$ cat config.mk
export PLATFORM = sky130hd
export DESIGN_NAME = regfile_wr_arbiter
export DESIGN_NICKNAME = d
export VERILOG_FILES = /design/src/rtl/regfile_arb_pkg.sv /design/src/rtl/decoder3to8.sv /design/src/rtl/rr_pick.sv /design/src/rtl/regfile_wr_arbiter.sv
export SDC_FILE = /design/constraint.sdc
export NUM_CORES = 1
export LEC_CHECK = 0
export CORE_MARGIN = 4
export CORE_UTILIZATION = 42
export CTS_CLUSTER_SIZE = 12
export DETAILED_ROUTE_END_ITERATION = 16
export PLACE_DENSITY = 0.88
export REMOVE_ABC_BUFFERS = 1
export SLEW_MARGIN = 20
export SYNTH_ARGS = -nofsm -noshare
export SYNTH_HDL_FRONTEND = slang
export SYNTH_HIERARCHICAL = 1
export SYNTH_SLANG_ARGS = --single-unit
$ cat constraint.sdc
create_clock -name clk -period 7.59 [get_ports clk]
set_clock_uncertainty 0.05 [all_clocks]
set_input_delay 1.518 -clock clk [delete_from_list [all_inputs] [get_ports clk]]
set_output_delay 1.518 -clock clk [all_outputs]
set_load 0.02 [all_outputs]
$ cat src/rtl/regfile_arb_pkg.sv
// rtl/regfile_arb_pkg.sv - shared types and constants for the register file write arbiter
package regfile_arb_pkg;

   localparam int REG_ADDR_W = 3;

   typedef enum logic {
      ARB   = 1'b0,
      BURST = 1'b1
   } arb_state_t;

endpackage

$ cat src/rtl/decoder3to8.sv
// rtl/decoder3to8.sv - enabled 3-to-8 one-hot decoder
module Decoder3to8 (
   input  logic       E,
   input  logic [2:0] A,
   output logic [7:0] Y
);

   assign Y = E ? (8'b0000_0001 << A) : 8'b0000_0000;

endmodule

$ cat src/rtl/rr_pick.sv
// rtl/rr_pick.sv - combinational round-robin first-one finder starting at ptr
module rr_pick #(
   parameter int N  = 4,
   parameter int PW = $clog2(N)
) (
   input  logic [N-1:0]  valid,
   input  logic [PW-1:0] ptr,
   output logic [PW-1:0] winner,
   output logic          found
);

   int          j;
   logic [PW-1:0] idx;

   always_comb begin
      winner = '0;
      found  = 1'b0;
      j      = 0;
      idx    = '0;
      for (int k = 0; k < N; k++) begin
         j = int'(ptr) + k;
         if (j >= N) j = j - N;
         idx = PW'(j);
         if (!found && valid[idx]) begin
            found  = 1'b1;
            winner = idx;
         end
      end
   end

endmodule

$ cat src/rtl/regfile_wr_arbiter.sv
// rtl/regfile_wr_arbiter.sv - round-robin arbiter with burst lock for the register file write port
module regfile_wr_arbiter
   import regfile_arb_pkg::*;
#(
   parameter int NREQ      = 4,
   parameter int DATA_W    = 8,
   parameter int MAX_BURST = 4
) (
   input  logic                       clk,
   input  logic                       rst,
   input  logic [NREQ-1:0]            req_valid,
   input  logic [NREQ-1:0]            req_lock,
   input  logic [NREQ*REG_ADDR_W-1:0] req_addr,
   input  logic [NREQ*DATA_W-1:0]     req_data,
   output logic [NREQ-1:0]            req_ready,
   output logic                       wr_en,
   output logic [REG_ADDR_W-1:0]      wr_addr,
   output logic [DATA_W-1:0]          wr_data,
   output logic [7:0]                 wr_sel,
   output logic [$clog2(NREQ)-1:0]    grant_id
);

   localparam int PW = $clog2(NREQ);
   localparam int BW = $clog2(MAX_BURST + 1);

   arb_state_t    state, state_nxt;
   logic [PW-1:0] ptr, ptr_nxt, owner, owner_nxt, win, gidx;
   logic [BW-1:0] beats, beats_nxt;
   logic          found, xfer;

   function automatic logic [PW-1:0] next_idx(input logic [PW-1:0] i);
      return (i == PW'(NREQ - 1)) ? '0 : i + PW'(1);
   endfunction

   rr_pick #(.N(NREQ), .PW(PW)) u_pick (
      .valid  (req_valid),
      .ptr    (ptr),
      .winner (win),
      .found  (found)
   );

   // Reset masks the handshake so nothing is accepted while the block is being cleared.
   always_comb begin
      state_nxt = state;
      ptr_nxt   = ptr;
      owner_nxt = owner;
      beats_nxt = beats;
      req_ready = '0;
      xfer      = 1'b0;
      gidx      = win;
      if (!rst) begin
         case (state)
            ARB: begin
               if (found) begin
                  req_ready[win] = 1'b1;
                  xfer           = 1'b1;
                  ptr_nxt        = next_idx(win);
                  if (req_lock[win] && MAX_BURST > 1) begin
                     state_nxt = BURST;
                     owner_nxt = win;
                     beats_nxt = BW'(1);
                  end
               end
            end
            BURST: begin
               gidx = owner;
               if (req_valid[owner]) begin
                  req_ready[owner] = 1'b1;
                  xfer             = 1'b1;
                  beats_nxt        = beats + BW'(1);
                  if (!req_lock[owner] || (beats + BW'(1)) == BW'(MAX_BURST))
                     state_nxt = ARB;
               end else begin
                  state_nxt = ARB;
               end
            end
            default: state_nxt = ARB;
         endcase
      end
   end

   always_ff @(posedge clk) begin
      if (rst) begin
         state    <= ARB;
         ptr      <= '0;
         owner    <= '0;
         beats    <= '0;
         wr_en    <= 1'b0;
         wr_addr  <= '0;
         wr_data  <= '0;
         grant_id <= '0;
      end else begin
         state <= state_nxt;
         ptr   <= ptr_nxt;
         owner <= owner_nxt;
         beats <= beats_nxt;
         wr_en <= xfer;
         if (xfer) begin
            wr_addr  <= req_addr[int'(gidx)*REG_ADDR_W +: REG_ADDR_W];
            wr_data  <= req_data[int'(gidx)*DATA_W +: DATA_W];
            grant_id <= gidx;
         end
      end
   end

   Decoder3to8 u_dec (
      .E (wr_en),
      .A (wr_addr),
      .Y (wr_sel)
   );

endmodule
==> metrics.txt, run 1 <==
status complete, no violations; prevailing post-synth register cell dfxtp_1; Hold Path Depth 1; num ports 80; First-pass DRT Iterations 4; synth unique cells 39; Setup Viol. Count Final 0; drt total wl 4.026 mm; Placeable Area approximately 3400 µm²; Max Slew Vio Count 0; Layout Area Growth over Synthesis 58.97%; Synth Area in Compound Gates 0.1633; Gate Count Post-Synth approximately 140; Critical Path Start req_valid[1]; largest net degree at the start of global routing 18; main combinational cell family by area after synthesis multiplexers; final worst slack 1.848 ns; CP Launch Type input port; CTS tree yes; critical path endpoint category output pin; footprint of the multi-input gates around 960 µm²; commonest non-fill, non-tap cell in the layout clkdlybuf4s50_1; Crit path required time between 6 and 7 ns; worst slew pin tran between 1 and 1.5 ns; Fin. Hold Viols 0; Starting Density 0.4397; clk_lat worst skew around 0.32 ns; #FFs+latches synth 22; crit path max fanout 7; Layout Nets between 200 and 300; leakage around 0.00091 µW; power per cell area about 240 nW/µm²; PostCTS Resize Cnt 0; mux share of post-synthesis cell area 0.2487; Num CTS Buffers 3; Max Freq 174.2 MHz; Seq/Total Area, Yosys 0.2978; Synthesis Warnings 6; Die Y roughly 67 µm; Clock Sinks 22; simple-gate share of the synthesized area 0.1802; proportion of layout cells with a drive suffix above 1 0.1376; Final Cell Area between 2000 and 2500 µm²; total gr overflow 0; vias in the first global route between 1000 and 1500; # Max-Cap Violations 0; DP Area 2298 µm²; die area approximately 4500 µm²; setup TNS 0 ns; via/cell ratio ~5.6; critical path arrival 4.17 ns; worst min-delay path class reg2reg; n_diodes 0; reg2reg start ptr[0]$_SDFFE_PP0N_; Post-CTS Hold Fix Bufs 0; number of enable flip-flop cells after synthesis 0; Post-Synth XOR/XNOR Area 0.005922; most frequent cells in the layout 79 x clkdlybuf4s50_1, 22 x dfxtp_1, 13 x a21oi_1, 13 x mux4_2, 11 x a22o_1; routed vias 1477; Adder-Cell Fraction of Synth Area 0.05076; DRC 0; detailed-placement wirelength estimate 3.258 mm; worst slack at placement about 1.9 ns; FF/Latch Area 440.4 µm²; Starting DRT DRC Count slightly below 60; first-pass GRT wire length 6.279 mm; Row Count 21; clock tree buffer depth 2; Slew HR 0.2837; Period Utilization, post-route 0.7565; Routability Congestion slightly above 0.8; DR WL/cell ~15 µm; ANT nets after route 0; hold path start wr_data[1]$_SDFFE_PP0P_; Avg Inst Size Synth roughly 10 µm²; Max H-tree Level 1; FILL cells 271; Worst VDD drop 0.0001357 V; initial antenna violation count 0; overall routing resource usage 0.1835; port bufs between 70 and 80; root buffer cell clkbuf_4; Worst-path clk slew about 0.12 ns; R2R setup slack 4.82 ns; die span in x approximately 67 µm; crit path time final about 5.7 ns; RSZ-0062 raised after global routing false; async set or reset register ratio after synthesis 0; Synth Cell Area around 1500 µm²; post-CTS setup buffers 0; worst reg-to-reg path cell count 7; CP Class in2out
-- cell type report --
class | instances | area share
multi-input cells | 103 | 0.4103
repair buffers | 81 | 0.3427
flip-flops and latches | 22 | 0.1873
well taps | 46 | 0.02448
clock inverters | 1 | 0.01277
inverters | 8 | 0.01277
clock buffers | 3 | 0.009580
-- power breakdown --
| group | switching [µW] | internal (µW) |
|---|---|---|
| combinational | 132 | 161 |
| sequential | 32.2 | 144 |
| clock | 37.9 | 53.4 |
| total | 203 | 359 |
-- stage by stage --
step             util  hold WS [ns]  power, µW  instances
6_report       0.6990        0.4467      561.3        264
5_1_grt        0.6990        0.4609      597.3        264
4_1_cts        0.6990        0.4482      563.7        264
3_5_place_dp   0.6834        0.4183      472.6        260
3_3_place_gp   0.6819        0.4102      464.1        260
2_1_floorplan       -        0.4131      350.6        133
-- critical path: stages --
cell and delay (ns):
clkdlybuf4s50_1 0.52, inv_1 0.07, a221o_1 0.35, a21oi_1 0.58, inv_1 0.16, ha_1 0.24
a21oi_1 0.13, nor2_1 0.05, clkdlybuf4s50_1 0.56
-- synthesized netlist by cell type (3+ instances only) --
library cell / n / area share
inv_1: 7 / 0.018
o21a_1: 3 / 0.015
mux4_2: 13 / 0.20
mux2i_1: 5 / 0.034
dfxtp_1: 22 / 0.30
nor3_1: 6 / 0.020
nand2b_1: 4 / 0.017
a22o_1: 11 / 0.065
clkbuf_1: 4 / 0.010
nor2_1: 7 / 0.018
nand3_1: 3 / 0.010
ha_1: 6 / 0.051
nand2_1: 9 / 0.023
a21oi_1: 13 / 0.044
buf_2: 3 / 0.010
-- kinds of logic after synthesis --
family,after synthesis
adders and majority gates,6
AOI/OAI and AO/OA,34
xor gates and xnor gates,1
DFF,22
buffers and inverters,17
muxes,20
and+or+nand+nor,42
-- path summary, 6_finish.rpt --
kind	end
worst max-delay path	req_ready[0]
worst min register to register	wr_data[1]$_SDFFE_PP0P_
worst min-delay path	wr_data[1]$_SDFFE_PP0P_
worst max register to register	beats[1]$_SDFFE_PP0P_
-- flip-flops by register name, indices dropped and copies added (netlist names) --
name and count:
wr_data 8, state 1, grant_id 2, ptr 2, wr_addr 3, owner 2, beats 3, wr_en 1
-- metal layers --
layer  GRT usage  wire length (µm)  vias to the layer above  part of all wire
li1            -                 -                      696                 -
met5           0                 0                        -                 0
met1      0.1979              1554                      697              0.39
met2      0.3141              2018                       67              0.50
met3     0.04493               280                       17             0.070
met4      0.1266               173                        0             0.043
Note: power is estimated with default switching activity, not from simulation.
==> run 2, diff against run 1 <==
- CORE_UTILIZATION: 42 -> 39
- PLACE_DENSITY: 0.88 -> 0.82
- clock period: 7.59 -> 5.65 ns (I/O delays scaled with it)
==> run 2 against run 1 <==
Die area is 6.8% higher. Combinational power up 35%. Non-clock buffer count up 1. Final cell count grew 1.1%. Via count shrank 2.4%. Setup slack got worse by 1.1 ns. Core utilization is 4.9 points lower. Clock-buffer cell count unchanged. Sequential power up 35%. Largest cell class unchanged. Highest routed layer unchanged.
==> metrics.txt, run 2 (synthesis results as in run 1) <==
status complete, no violations; Tot Pwr 780.5 µW (+39%); critical path endpoint category output pin; critical path arrival 3.70 ns (-0.47 ns); overall routing resource usage 0.1715 (-0.01199); n_diodes 0 (unchanged); initial antenna violation count 0 (unchanged); Layout Area Growth over Synthesis 60.91%; power per cell area 328.0 nW/µm² (+37%); most frequent cells in the layout 79 x clkdlybuf4s50_1, 22 x dfxtp_1, 13 x a21oi_1, 13 x mux4_2, 11 x a22o_1; Routability Congestion 0.7938 (-3.2%); clock tree buffer depth 2 (unchanged); die span in x 69.58 µm (+3.3%); first-pass GRT wire length 6.789 mm (+8.1%); Switch Pwr 274.3 µW (+35%); vias in the first global route 1529 (+5.4%); PostCTS Resize Cnt 0 (unchanged); Starting Density 0.4040 (-0.03577); detailed-placement wirelength estimate 3.156 mm (-3.1%); Worst-path clk slew 0.08 ns (-0.04 ns); worst min-delay path class reg2reg; crit-path cells clkdlybuf4s50_1 > inv_1 > a221o_1 > a21oi_1 > inv_1 > ha_1 > a21oi_1 > nor2_1 > clkdlybuf4s50_1; via/cell ratio 5.397 (-3.5%); Pint 506.3 µW (+41%); num ports 80 (unchanged); Row Count 22 (+4.8%); GR peak layer met2; CTS tree yes; largest registers wr_data (8), beats (3), wr_addr (3); Starting DRT DRC Count 64 (+8.5%); RSZ-0062 raised after global routing false; max reg flops 8 (unchanged); setup TNS 0 ns (unchanged); part of the power in registers 0.303 (-0.011); Cells after DPL 263 (+1.2%); Max Freq ~200 MHz; DRC 0 (unchanged); CP Launch Type input port; met3 usage 0.04638 (+0.001452); Placeable Area 3661 µm² (+8.9%); Largest stage delay, worst path 0.56 ns (-0.02 ns); Num CTS Buffers 3 (unchanged); CP Class in2out; Crit path required time 4.47 ns (-1.55 ns); combinational share of power 0.510 (-0.013); crit path max fanout 7 (unchanged); DP Area 2308 µm² (+0.44%); port bufs 79 (unchanged); DR WL/cell 15.34 µm (+0.62%); drt total wl 4.097 mm (+1.8%); total gr overflow 0 (unchanged); Max Slew Vio Count 0 (unchanged); First-pass DRT Iterations 4 (unchanged); largest net degree at the start of global routing 18 (unchanged); Biggest register wr_data; Setup Viol. Count Final 0 (unchanged); # Max-Cap Violations 0 (unchanged); GR Layer Usage met2 0.3072 (-0.006907); Sw Share 0.3514 (-0.009437); Clock Sinks 22 (unchanged); cell at the slowest stage of the critical path clkdlybuf4s50_1; Final Cell Area 2380 µm² (+1.2%); Period Utilization, post-route 0.8640; Slew HR 0.3743 (+0.09060); root buffer cell clkbuf_8; post-CTS setup buffers 0 (unchanged); Clk pwr share 0.187 (+0.024); Worst VDD drop 0.0001513 V (+11%); commonest non-fill, non-tap cell in the layout clkdlybuf4s50_1; crit path time final slightly below 5 ns; Max H-tree Level 1 (unchanged); leakage 0.0009209 µW (+1.3%); Fin. Hold Viols 0 (unchanged); worst slew pin tran 0.9385 ns (-0.1337 ns); Layout Nets 280 (+0.36%); clk_lat worst skew 0.26 ns (-0.06 ns); proportion of layout cells with a drive suffix above 1 0.1416 (+0.003938); routed vias 1441 (-2.4%); fin cells 267 (+1.1%); Die Y 69.58 µm (+3.3%); Post-CTS Hold Fix Bufs 0 (unchanged); fin util 0.6500 (-0.04900); die area 4841 µm² (+6.8%); ANT nets after route 0 (unchanged); met1 usage 0.1938 (-0.004087)
==> run 2: per-layer routing <==
metal / wire length [µm] / up-vias
met4: 42 / 0
met5: 0 / -
met3: 298 / 4
met1: 1623 / 684
met2: 2133 / 56
li1: - / 697
==> run 2: through the flow <==
| step | hold slack (ns) | worst slack (ns) |
|---|---|---|
| after CTS | 0.4371 | 0.7542 |
| after global placement | 0.4114 | 0.8360 |
| after detailed placement | 0.4160 | 0.7636 |
| final | 0.4367 | 0.7682 |
| after global routing | 0.4628 | 0.4929 |
| after floorplan | 0.4131 | 1.882 |
==> run 2: worst paths after layout <==
kind | start | endpoint | slack (ns) | cells after the start
max | req_valid[1] | req_ready[0] | 0.77 | 9
min | wr_data[4]$_SDFFE_PP0P_ | wr_data[4]$_SDFFE_PP0P_ | 0.44 | 1
max reg2reg | ptr[0]$_SDFFE_PP0N_ | beats[1]$_SDFFE_PP0P_ | 2.96 | 7
min reg2reg | wr_data[4]$_SDFFE_PP0P_ | wr_data[4]$_SDFFE_PP0P_ | 0.44 | 1
==> run 2: final cells by class <==
cell class / instances / area (µm²)
clock buffers: 3 / 41.29
repair buffers: 82 / 813.3
well taps: 48 / 60.06
fillers: 293 / 1281
flip-flops and latches: 22 / 440.4
clock inverters: 1 / 30.03
inverters: 8 / 30.03
multi-input cells: 103 / 964.7
==> run 2: critical path: cells and delay by family <==
family | cells | cell delay, ns
AND/OR/NAND/NOR | 1 | 0.05
adder cells (fa/ha/maj) | 1 | 0.22
buffers and inverters | 4 | 1.30
AO/OA/AOI/OAI | 3 | 1.00
==> run 2: power by group through the flow <==
stage               logic, µW  registers, µW  clock network, µW
floorplan                 208            263                  0
global placement          392            238                  0
detailed placement        399            239                  0
CTS                       402            237                147
global route              431            245                155
finish                    398            237                146
